[src/rtl/mem_port_arbiter_pkg.sv]
// Shared encodings for the memory port arbiter: FSM states, request length
// codes and the address-space tag that marks I/O writes.
package mem_port_arbiter_pkg;

   typedef enum logic [1:0] {
      IDLE  = 2'd0,
      READ  = 2'd1,
      WRITE = 2'd2
   } arb_state_t;

   localparam logic [1:0] LEN_1B  = 2'b00;
   localparam logic [1:0] LEN_2B  = 2'b01;
   localparam logic [1:0] LEN_4B  = 2'b10;
   localparam logic [1:0] LEN_BAD = 2'b11;

   localparam logic [1:0] IO_SPACE_HI = 2'b11;

   // The illegal code is served as a full word rather than dropped.
   function automatic logic [2:0] len_to_bytes(input logic [1:0] len);
      case (len)
         LEN_1B:          return 3'd1;
         LEN_2B:          return 3'd2;
         LEN_4B, LEN_BAD: return 3'd4;
         default:         return 3'd4;
      endcase
   endfunction

endpackage

[src/rtl/mem_port_arbiter_rr_picker.sv]
// Combinational round-robin selector: first eligible channel at or after ptr,
// wrapping modulo NUM_CH.
module rr_picker #(
   parameter int NUM_CH = 2,
   parameter int PW     = (NUM_CH > 1) ? $clog2(NUM_CH) : 1
) (
   input  logic [NUM_CH-1:0] req,
   input  logic [NUM_CH-1:0] mask,
   input  logic [PW-1:0]     ptr,
   output logic              valid,
   output logic [PW-1:0]     grant
);

   logic [NUM_CH-1:0] elig;

   assign elig = req & mask;

   // Walk from the farthest offset back to ptr so the nearest hit wins.
   always_comb begin
      valid = 1'b0;
      grant = '0;
      for (int i = NUM_CH - 1; i >= 0; i--) begin
         if (elig[(int'(ptr) + i) % NUM_CH]) begin
            valid = 1'b1;
            grant = PW'((int'(ptr) + i) % NUM_CH);
         end
      end
   end

endmodule

[src/rtl/mem_port_arbiter.sv]
// Byte-serial memory port shared by NUM_CH requesters with round-robin grant,
// flush abort of speculative reads and back-pressure on I/O-space writes.
//
//   state | meaning
//   IDLE  | no access in flight; may grant a channel
//   READ  | issuing read bytes, capturing mem_din one cycle behind
//   WRITE | issuing write bytes, stalling on a full I/O buffer
module mem_port_arbiter
   import mem_port_arbiter_pkg::*;
#(
   parameter int                NUM_CH     = 2,
   parameter logic [NUM_CH-1:0] FLUSH_MASK = NUM_CH'(1),
   parameter logic [1:0]        IO_MASK_HI = IO_SPACE_HI
) (
   input  logic                  clk_in,
   input  logic                  rst_in,
   input  logic                  rdy_in,
   input  logic                  flush,
   input  logic                  io_buffer_full,
   input  logic [NUM_CH-1:0]     req_en,
   input  logic [NUM_CH-1:0]     req_wr,
   input  logic [2*NUM_CH-1:0]   req_len,
   input  logic [32*NUM_CH-1:0]  req_addr,
   input  logic [32*NUM_CH-1:0]  req_wdata,
   output logic [NUM_CH-1:0]     rdy,
   output logic [31:0]           rdata,
   input  logic [7:0]            mem_din,
   output logic [7:0]            mem_dout,
   output logic [31:0]           mem_a,
   output logic                  mem_wr
);

   localparam int PW = (NUM_CH > 1) ? $clog2(NUM_CH) : 1;

   arb_state_t        state_q, state_d;
   logic [PW-1:0]     ptr_q, ptr_d, own_q, own_d;
   logic [31:0]       addr_q, addr_d, wdata_q, wdata_d, rdata_q, rdata_d;
   logic [2:0]        nbytes_q, nbytes_d, idx_q, idx_d;
   logic [NUM_CH-1:0] rdy_q, rdy_d;
   logic [31:0]       mem_a_q, mem_a_c;
   logic [7:0]        mem_dout_q, mem_dout_c;
   logic              wr_c;
   logic              pick_valid;
   logic [PW-1:0]     pick_ch;
   logic [NUM_CH-1:0] elig_mask;
   logic [31:0]       cur_addr;
   logic              io_stall;
   logic [1:0]        cap_sel;

   // A channel whose rdy is pulsing still holds req_en this cycle; mask it.
   assign elig_mask = ~rdy_q & (flush ? ~FLUSH_MASK : {NUM_CH{1'b1}});
   assign cur_addr  = addr_q + {29'd0, idx_q};
   assign io_stall  = (cur_addr[17:16] == IO_MASK_HI) && io_buffer_full;
   assign cap_sel   = 2'(idx_q - 3'd1);

   rr_picker #(.NUM_CH(NUM_CH), .PW(PW)) u_picker (
      .req   (req_en),
      .mask  (elig_mask),
      .ptr   (ptr_q),
      .valid (pick_valid),
      .grant (pick_ch)
   );

   always_comb begin
      state_d  = state_q;
      ptr_d    = ptr_q;
      own_d    = own_q;
      addr_d   = addr_q;
      wdata_d  = wdata_q;
      rdata_d  = rdata_q;
      nbytes_d = nbytes_q;
      idx_d    = idx_q;
      rdy_d    = rdy_q;
      if (rdy_in) begin
         rdy_d = '0;
         case (state_q)
            IDLE: begin
               if (pick_valid) begin
                  own_d    = pick_ch;
                  ptr_d    = (pick_ch == PW'(NUM_CH - 1)) ? '0 : pick_ch + PW'(1);
                  addr_d   = req_addr[32*int'(pick_ch) +: 32];
                  wdata_d  = req_wdata[32*int'(pick_ch) +: 32];
                  nbytes_d = len_to_bytes(req_len[2*int'(pick_ch) +: 2]);
                  idx_d    = '0;
                  if (req_wr[pick_ch]) begin
                     state_d = WRITE;
                  end else begin
                     state_d = READ;
                     rdata_d = '0;
                  end
               end
            end
            READ: begin
               if (flush && FLUSH_MASK[own_q]) begin
                  state_d = IDLE;
               end else begin
                  if (idx_q != 3'd0) rdata_d[{cap_sel, 3'b000} +: 8] = mem_din;
                  if (idx_q == nbytes_q) begin
                     state_d       = IDLE;
                     rdy_d[own_q]  = 1'b1;
                  end else begin
                     idx_d = idx_q + 3'd1;
                  end
               end
            end
            WRITE: begin
               if (!io_stall) begin
                  idx_d = idx_q + 3'd1;
                  if (idx_q == nbytes_q - 3'd1) begin
                     state_d      = IDLE;
                     rdy_d[own_q] = 1'b1;
                  end
               end
            end
            default: state_d = IDLE;
         endcase
      end
   end

   always_comb begin
      mem_a_c    = '0;
      mem_dout_c = '0;
      wr_c       = 1'b0;
      case (state_q)
         READ: if (idx_q != nbytes_q) mem_a_c = cur_addr;
         WRITE: begin
            if (!io_stall) begin
               mem_a_c    = cur_addr;
               mem_dout_c = wdata_q[{idx_q[1:0], 3'b000} +: 8];
               wr_c       = 1'b1;
            end
         end
         default: ;
      endcase
   end

   // While disabled, replay the last issued address so mem_din stays aligned.
   assign mem_a    = rdy_in ? mem_a_c : mem_a_q;
   assign mem_dout = rdy_in ? mem_dout_c : mem_dout_q;
   assign mem_wr   = rdy_in & wr_c;
   assign rdy      = rdy_in ? rdy_q : '0;
   assign rdata    = rdata_q;

   always_ff @(posedge clk_in) begin
      if (rst_in) begin
         state_q    <= IDLE;
         ptr_q      <= '0;
         own_q      <= '0;
         addr_q     <= '0;
         wdata_q    <= '0;
         rdata_q    <= '0;
         nbytes_q   <= '0;
         idx_q      <= '0;
         rdy_q      <= '0;
         mem_a_q    <= '0;
         mem_dout_q <= '0;
      end else begin
         state_q  <= state_d;
         ptr_q    <= ptr_d;
         own_q    <= own_d;
         addr_q   <= addr_d;
         wdata_q  <= wdata_d;
         rdata_q  <= rdata_d;
         nbytes_q <= nbytes_d;
         idx_q    <= idx_d;
         rdy_q    <= rdy_d;
         if (rdy_in) begin
            mem_a_q    <= mem_a_c;
            mem_dout_q <= mem_dout_c;
         end
      end
   end

endmodule
[config.mk]
export PLATFORM = sky130hd
export DESIGN_NAME = mem_port_arbiter
export DESIGN_NICKNAME = d
export VERILOG_FILES = /design/src/rtl/mem_port_arbiter_pkg.sv /design/src/rtl/mem_port_arbiter_rr_picker.sv /design/src/rtl/mem_port_arbiter.sv
export SDC_FILE = /design/constraint.sdc
export NUM_CORES = 1
export LEC_CHECK = 0
export CAP_MARGIN = 20
export CORE_MARGIN = 1
export CORE_UTILIZATION = 50
export DETAILED_ROUTE_END_ITERATION = 8
export DONT_BUFFER_PORTS = 1
export GPL_ROUTABILITY_DRIVEN = 0
export PLACE_DENSITY_LB_ADDON = 0.1
export SLEW_MARGIN = 20
export SYNTH_ARGS = -nofsm -noshare
export SYNTH_HDL_FRONTEND = slang
export SYNTH_SLANG_ARGS = --single-unit
[constraint.sdc]
create_clock -name clk_in -period 5.54 [get_ports clk_in]
set_clock_uncertainty 0.15 [all_clocks]
set_input_delay 1.385 -clock clk_in [delete_from_list [all_inputs] [get_ports clk_in]]
set_output_delay 1.385 -clock clk_in [all_outputs]
set_load 0.005 [all_outputs]
# Yosys cells after proc, flatten, opt, wreduce, memory -nomap -nowiden
# Index checks and enable logic that the tools add are counted.
totals:
  register_bits: 148
  in_bits: 149
  wordCells: 115
op_classes:
  n_addsub: 7
  order_cmp: 5
  eq_ne: 17
  shifts: 6
  muxes: 51
  bitwise_logic: 5
  reduce_logical: 13
ops:
  columns: ["op", "n"]
  rows:
  - ["32-bit two-way mux", 7]
  - ["32-bit case mux with 2 select lines", 2]
  - ["64-bit by 7-bit variable part select with 32-bit output", 2]
  - ["32-bit by 3-bit adder with 32-bit output", 1]
  - ["32-bit bitwise mux", 1]
  - ["8-bit by 7-bit variable shift with 32-bit output (first input constant)", 1]
  - ["32-bit by 6-bit variable part select with 8-bit output", 1]
  - ["8-bit by 7-bit variable part select with 32-bit output", 1]
  - ["8-bit two-way mux", 3]
  - ["2-bit two-way mux", 11]
  - ["1-bit two-way mux", 18]
  - ["3-bit case mux with 3 select lines", 2]
  - ["2-bit inequality test (second input constant)", 7]
  - ["3-bit two-way mux", 4]
  - ["6-bit AND reduction", 2]
  - ["2-bit equality test (second input constant)", 4]
  - ["5-bit negator with 7-bit output", 1]
  - ["3-bit equality test", 2]
  - ["1-bit by 2-bit less-than comparator with 1-bit output (second input constant)", 3]
  - ["2-bit case mux with 3 select lines", 1]
  - ["3-bit nonzero test", 2]
  - ["5-bit AND reduction", 1]
  - ["2-bit AND", 2]
  - ["2-bit by 1-bit equality test with 1-bit output (second input constant)", 2]
  - ["other kinds (19)", 23]

# Depth between registers and ports, before layout
logic_depth:
  depth_word: 13
  depth_mapped: 12

# By module
# A second synthesis with hierarchy kept.
hier_totals:
  cells_unflattened: 794
  area_unflattened_um2: 7210.7
by_module_without_submodules:
  columns: ["mod", "n_inst", "cells_per_inst", "area_each_um2"]
  rows:
  - ["mem_port_arbiter", 1, 790, 7189.4]
  - ["rr_picker", 1, 4, 21.3]

# Worst setup path before layout
# Ideal clock, no wire load.
synth_path:
  path_type: "reg2out"
  from: "reg idx_q[1]"
  to: "out mem_a[12]"
  t_arrival_ns: 2.955
  t_required_ns: 4.005
  setup_slack_ns: 1.050
  stages_incl_launch_ff: 13
  n_path_buf: 4
  cell_sequence: "dfxtp_1 > buf_1 > inv_1 > fa_1 > nor2b_1 > buf_2 > o211ai_2 > or4_1 > a22o_4 > buf_6 > buf_4 > a21oi_1 > inv_1"
synth_between:
  elab_chain_len: 6
  elab_cells_between_ends: 8
  cone_classes: "add/sub (1); eq/ne (2); mux (4); reduce/logical (1)"
synth_rtl:
  columns: ["element", "line_no", "text"]
  rows:
  - ["start: declaration", "mem_port_arbiter.sv:38", "logic [2:0] nbytes_q, nbytes_d, idx_q, idx_d;"]
  - ["start signal: assignment", "mem_port_arbiter.sv:165", "idx_q <= idx_d;"]
  - ["32-bit by 3-bit adder with 32-bit output", "mem_port_arbiter.sv:52", "assign cur_addr = addr_q + {29'd0, idx_q};"]
  - ["2-bit equality test", "mem_port_arbiter.sv:53", "assign io_stall = (cur_addr[17:16] == IO_MASK_HI) && io_buffer_full;"]
  - ["1-bit logical AND", "mem_port_arbiter.sv:53", null]
  - ["32-bit two-way mux", "mem_port_arbiter.sv:127", "if (!io_stall) begin"]
  - ["32-bit case mux with 2 select lines (*)", "mem_port_arbiter.sv:124", "case (state_q)"]
  - ["32-bit two-way mux (*)", null, null]
  - ["end: declaration", "mem_port_arbiter.sv:29", "output logic [31:0] mem_a,"]
# Every way passes the cells marked *; elsewhere a longest branch is shown, timed or not.

# Worst setup path in the final report
layout_path:
  from: "reg idx_q[0]"
  to: "out mem_a[25]"
# Same word-level chain as after synthesis.

==> results.md <==
- Sorting the synthesized cells by how often they occur yields sky130_fd_sc_hd__dfxtp_1 (148), sky130_fd_sc_hd__nor2_1 (103), sky130_fd_sc_hd__a222oi_1 (64).
- Hold repair after CTS inserted 0 buffers.
- The floorplan die width is 123 microns.
- The analysis attributes to cell leakage a power of 2.84 nW.
- The wire length reported by the detailed router is 20.5 mm.
- The total area inside the core boundary comes to 0.0141 sq mm.
- The start of the worst register-to-register path is idx_q[0]$_SDFFE_PP0P_.
- 0 antenna diodes ended up in the layout.
- Clock-pin slew was measured on the worst setup and hold paths at 0.06 ns.
- The power density of the placed cells is 320 mW/mm^2.
- In the finished design, the share of the clock period the worst path needs comes to 92.4%.
- Setup violations remaining at the end of the flow were counted as 0.
- The utilization of the core after routing is 56.6%.
- The vertical die dimension is 123 microns.
- The number of hold violations in the final report is 0.
- Sorting the synthesized cells by area gives the leading types as sky130_fd_sc_hd__dfxtp_1 (40%), sky130_fd_sc_hd__a222oi_1 (8.7%), sky130_fd_sc_hd__nor2_1 (5.3%), sky130_fd_sc_hd__a21oi_1 (4.1%), sky130_fd_sc_hd__nand3_1 (3.5%).
- Setup repair after global routing left no endpoint under its margin.
- After synthesis, the largest family of logic cells by area is simple AND/OR/NAND/NOR gates.
- The area of the multi-input gates is 0.00396 sq mm.
- Of the cells placed in the final design, the portion with a size suffix greater than 1 is 8.15%.
- Of all nets on the critical path, the largest fanout is 32.
- In the final routed layout, each cell accounts on average for 20.5 microns.
- The start point of the worst min-delay path is ptr_q$_SDFFE_PP0P_.
- The number of antenna violations at the first check in global routing came to 0.
- The proportion of register bits with asynchronous set or reset after synthesis is 0%.
- The antenna violation net count after detailed routing is 0.
- The worst pin sits at a relative slew slack of 27.3%.
- The via count of the first global-routing pass is 6061.
- In the final timing run, aggregate negative setup slack is 0 ns.
- The simple-gate area share of the yosys netlist is 22.5%.
- Multiplexer cells account for 2.74% of the synthesized area.
- The total of warnings raised by yosys is 0.
- STA puts the critical path data arrival time at 3.58 ns.
- The maximum VDD drop is 235 uV.
- The count of different cell masters after synthesis is 60.
- The minimum period implied by the final worst setup slack is 5.12 ns.
- The final cell count without fillers is 1002.
- The max-cap check violation count is 0.
- The first global-routing pass estimated 31.3 mm of wire.
- The number of I/O port buffers is 0.
- Summing the sequential cell areas from Yosys gives 40.3% of the chip area.
- The most frequently used cell type in the post-synthesis netlist is sky130_fd_sc_hd__dfxtp_1.
- In this run, synthesis inferred 0 flip-flops with an integrated enable.
- For the pin with the worst max-slew slack, the measured transition is 1.08 ns.
- The area added between synthesis and finish is 8.48%.
- In this run the number of H-tree levels came out at 4.
- The worst setup path is captured at a primary output.
- The insertion delay of the later-clocked pin in the worst-skew pair is 0.43 ns.
- The maximum frequency from static timing analysis is 195 MHz.
- The cell count after synthesis is 847.
- The I/O pin count is 224.
- Tracing the worst setup path back leads to its startpoint at idx_q[0]$_SDFFE_PP0P_.
- The start-to-end type of the worst setup path is flop to primary output.
- After synthesis, the mean cell area works out to 8.68 sq um.
- The initial utilization of the core area, before any placement, comes to 52.1%.
- Counting flops and latches in the post-synthesis netlist gives 148.
- The area share of fa/ha/maj cells after synthesis is 2.49%.
- The sequential cells in the finished layout cover a total of 0.00296 sq mm.
- TritonCTS built the clock tree.
- The pin count of the biggest net entering global routing is 166.
- The flow ran to the end, and the final reports show no timing, DRC or antenna violations.
- CTS placed an instance of sky130_fd_sc_hd__clkbuf_16 at the clock tree root.
- The clock passes through at most 2 buffers.
- For this run, the post-layout net count is 972.
- For this run, the detailed router's first-pass iteration total came to 9.
- The layout has 1290 filler cells.
- Clock tree synthesis inserted a total of 17 buffers.
- For this run, the total global-route usage over all layers was measured as 27.2%.
- The residual overflow from global routing is 0.
- The final-report max-slew violation count is 0.
- The buffer count from post-CTS setup fixing is 0.
- In this run, placement finished with an instance count of 970.
- The routed via count divided by cell count is 6.45.
- The most used flip-flop cell after synthesis is sky130_fd_sc_hd__dfxtp_1.
- The cell type contributing the most total cell area after synthesis is sky130_fd_sc_hd__dfxtp_1.
- The cell area after synthesis is 0.00735 sq mm.
- The number of gates resized after CTS is 0.
- At the worst endpoint, the required time is 4.01 ns.
- The total number of placement rows is 43.
- The number of DRC violations after detailed routing is 0.
- The fraction of synthesized cell area taken by the top area cell type is 40.3%.
- Synthesis produced a netlist with a net count of 1010.
- Across all hold checks on the routed design, the worst slack comes to 0.328 ns.
- The critical path launch point type is a flop.
- The die covers 0.0152 sq mm.
- The first routing iteration left 561 violations.
- The number of vias in the routed layout is 6467.
- CTS saw 148 sinks.
- The synthesized netlist devotes 21.9% of its cell area to compound gates.
- The half-perimeter wire length after placement is 14.1 mm.
- The type of the tightest min-delay check is flop to flop.
- Summing the areas of all xor and xnor instances in the mapped netlist gives 4.05% of the synthesized area.
==> routing by layer <==
layer  track usage, %  up-vias  routed length, microns
met1             32.2     3090                    8410
met2             45.5      269                   10000
met4             12.3        0                     553
met3             7.70       40                    1570
li1                 -     3068                       -
met5                0        -                       0
==> worst max-delay path, cell delays in order (launching register included) <==
cell,delay [ns]
sky130_fd_sc_hd__dfxtp_1,0.34
sky130_fd_sc_hd__ha_1,0.18
sky130_fd_sc_hd__inv_1,0.06
sky130_fd_sc_hd__fa_1,0.40
sky130_fd_sc_hd__nor2b_1,0.13
sky130_fd_sc_hd__buf_4,0.17
sky130_fd_sc_hd__o211ai_2,0.12
sky130_fd_sc_hd__or4_1,0.49
sky130_fd_sc_hd__a22o_4,0.41
sky130_fd_sc_hd__a21oi_4,0.61
sky130_fd_sc_hd__o22ai_1,0.25
==> per-stage QoR <==
step           setup WS [ns]  power [mW]  instance area (sq um)
4_1_cts                0.438        2.57                   7970
6_report               0.423        2.55                   7970
5_1_grt                0.236        2.66                   7970
3_3_place_gp           0.849        1.45                   7400
3_5_place_dp           0.800        1.46                   7400
2_1_floorplan           1.05        1.41                   7350
==> sequential cells by signal, summed over array words and instances (netlist names) <==
signal	flops
nbytes_q	3
mem_a_q	32
rdy_q	2
state_q	2
idx_q	3
addr_q	32
rdata	32
mem_dout_q	8
own_q	1
wdata_q	32
ptr_q	1
==> final timing paths <==
kind                                  to  slack [ns]  cells past startpoint
setup / recovery               mem_a[25]        0.42                     10
hold / removal        ptr_q$_SDFFE_PP0P_        0.33                      2
setup reg to reg  mem_a_q[28]$_SDFF_PP0_        2.14                     10
hold reg to reg       ptr_q$_SDFFE_PP0P_        0.33                      2
==> report_power, final <==
part	internal (mW)	leakage (nW)	total (mW)	switching [mW]
logic	0.123	1.37	0.284	0.161
clock network	0.637	0.265	1.11	0.474
registers	1.11	1.20	1.16	0.0451
total	1.87	2.84	2.55	0.680
==> cells in the final DEF, fill, tap and decap left out, drive strengths merged, types with 9 or more instances in the layout <==
cell    count
ha         13
dfxtp     148
xor2       16
o21ai      12
nand4       9
nor3       14
o31ai      14
nor2      103
o22ai      14
xnor2      18
nand2b     37
nor2b      32
or3        11
nand3      51
a21oi      61
clkbuf     20
a22oi       9
inv        45
a222oi     64
nand2      28
buf        12
==> kinds of logic after synthesis <==
group                    after synthesis
AND/OR/NAND/NOR                      322
AO/OA/AOI/OAI                        210
flip-flops                           148
buffers and inverters                109
XOR/XNOR                              34
adder cells (fa/ha/maj)               14
multiplexers                          10
==> area by class of cell <==
type	instances	area share (%)
clock inverter	12	1.52
sequential	148	37.2
timing repair buffer	12	1.29
inverter	40	1.88
tap	180	2.82
multi-input combinational	590	49.7
clock buffer	20	5.60
Note: power is estimated with default switching activity, not from simulation.
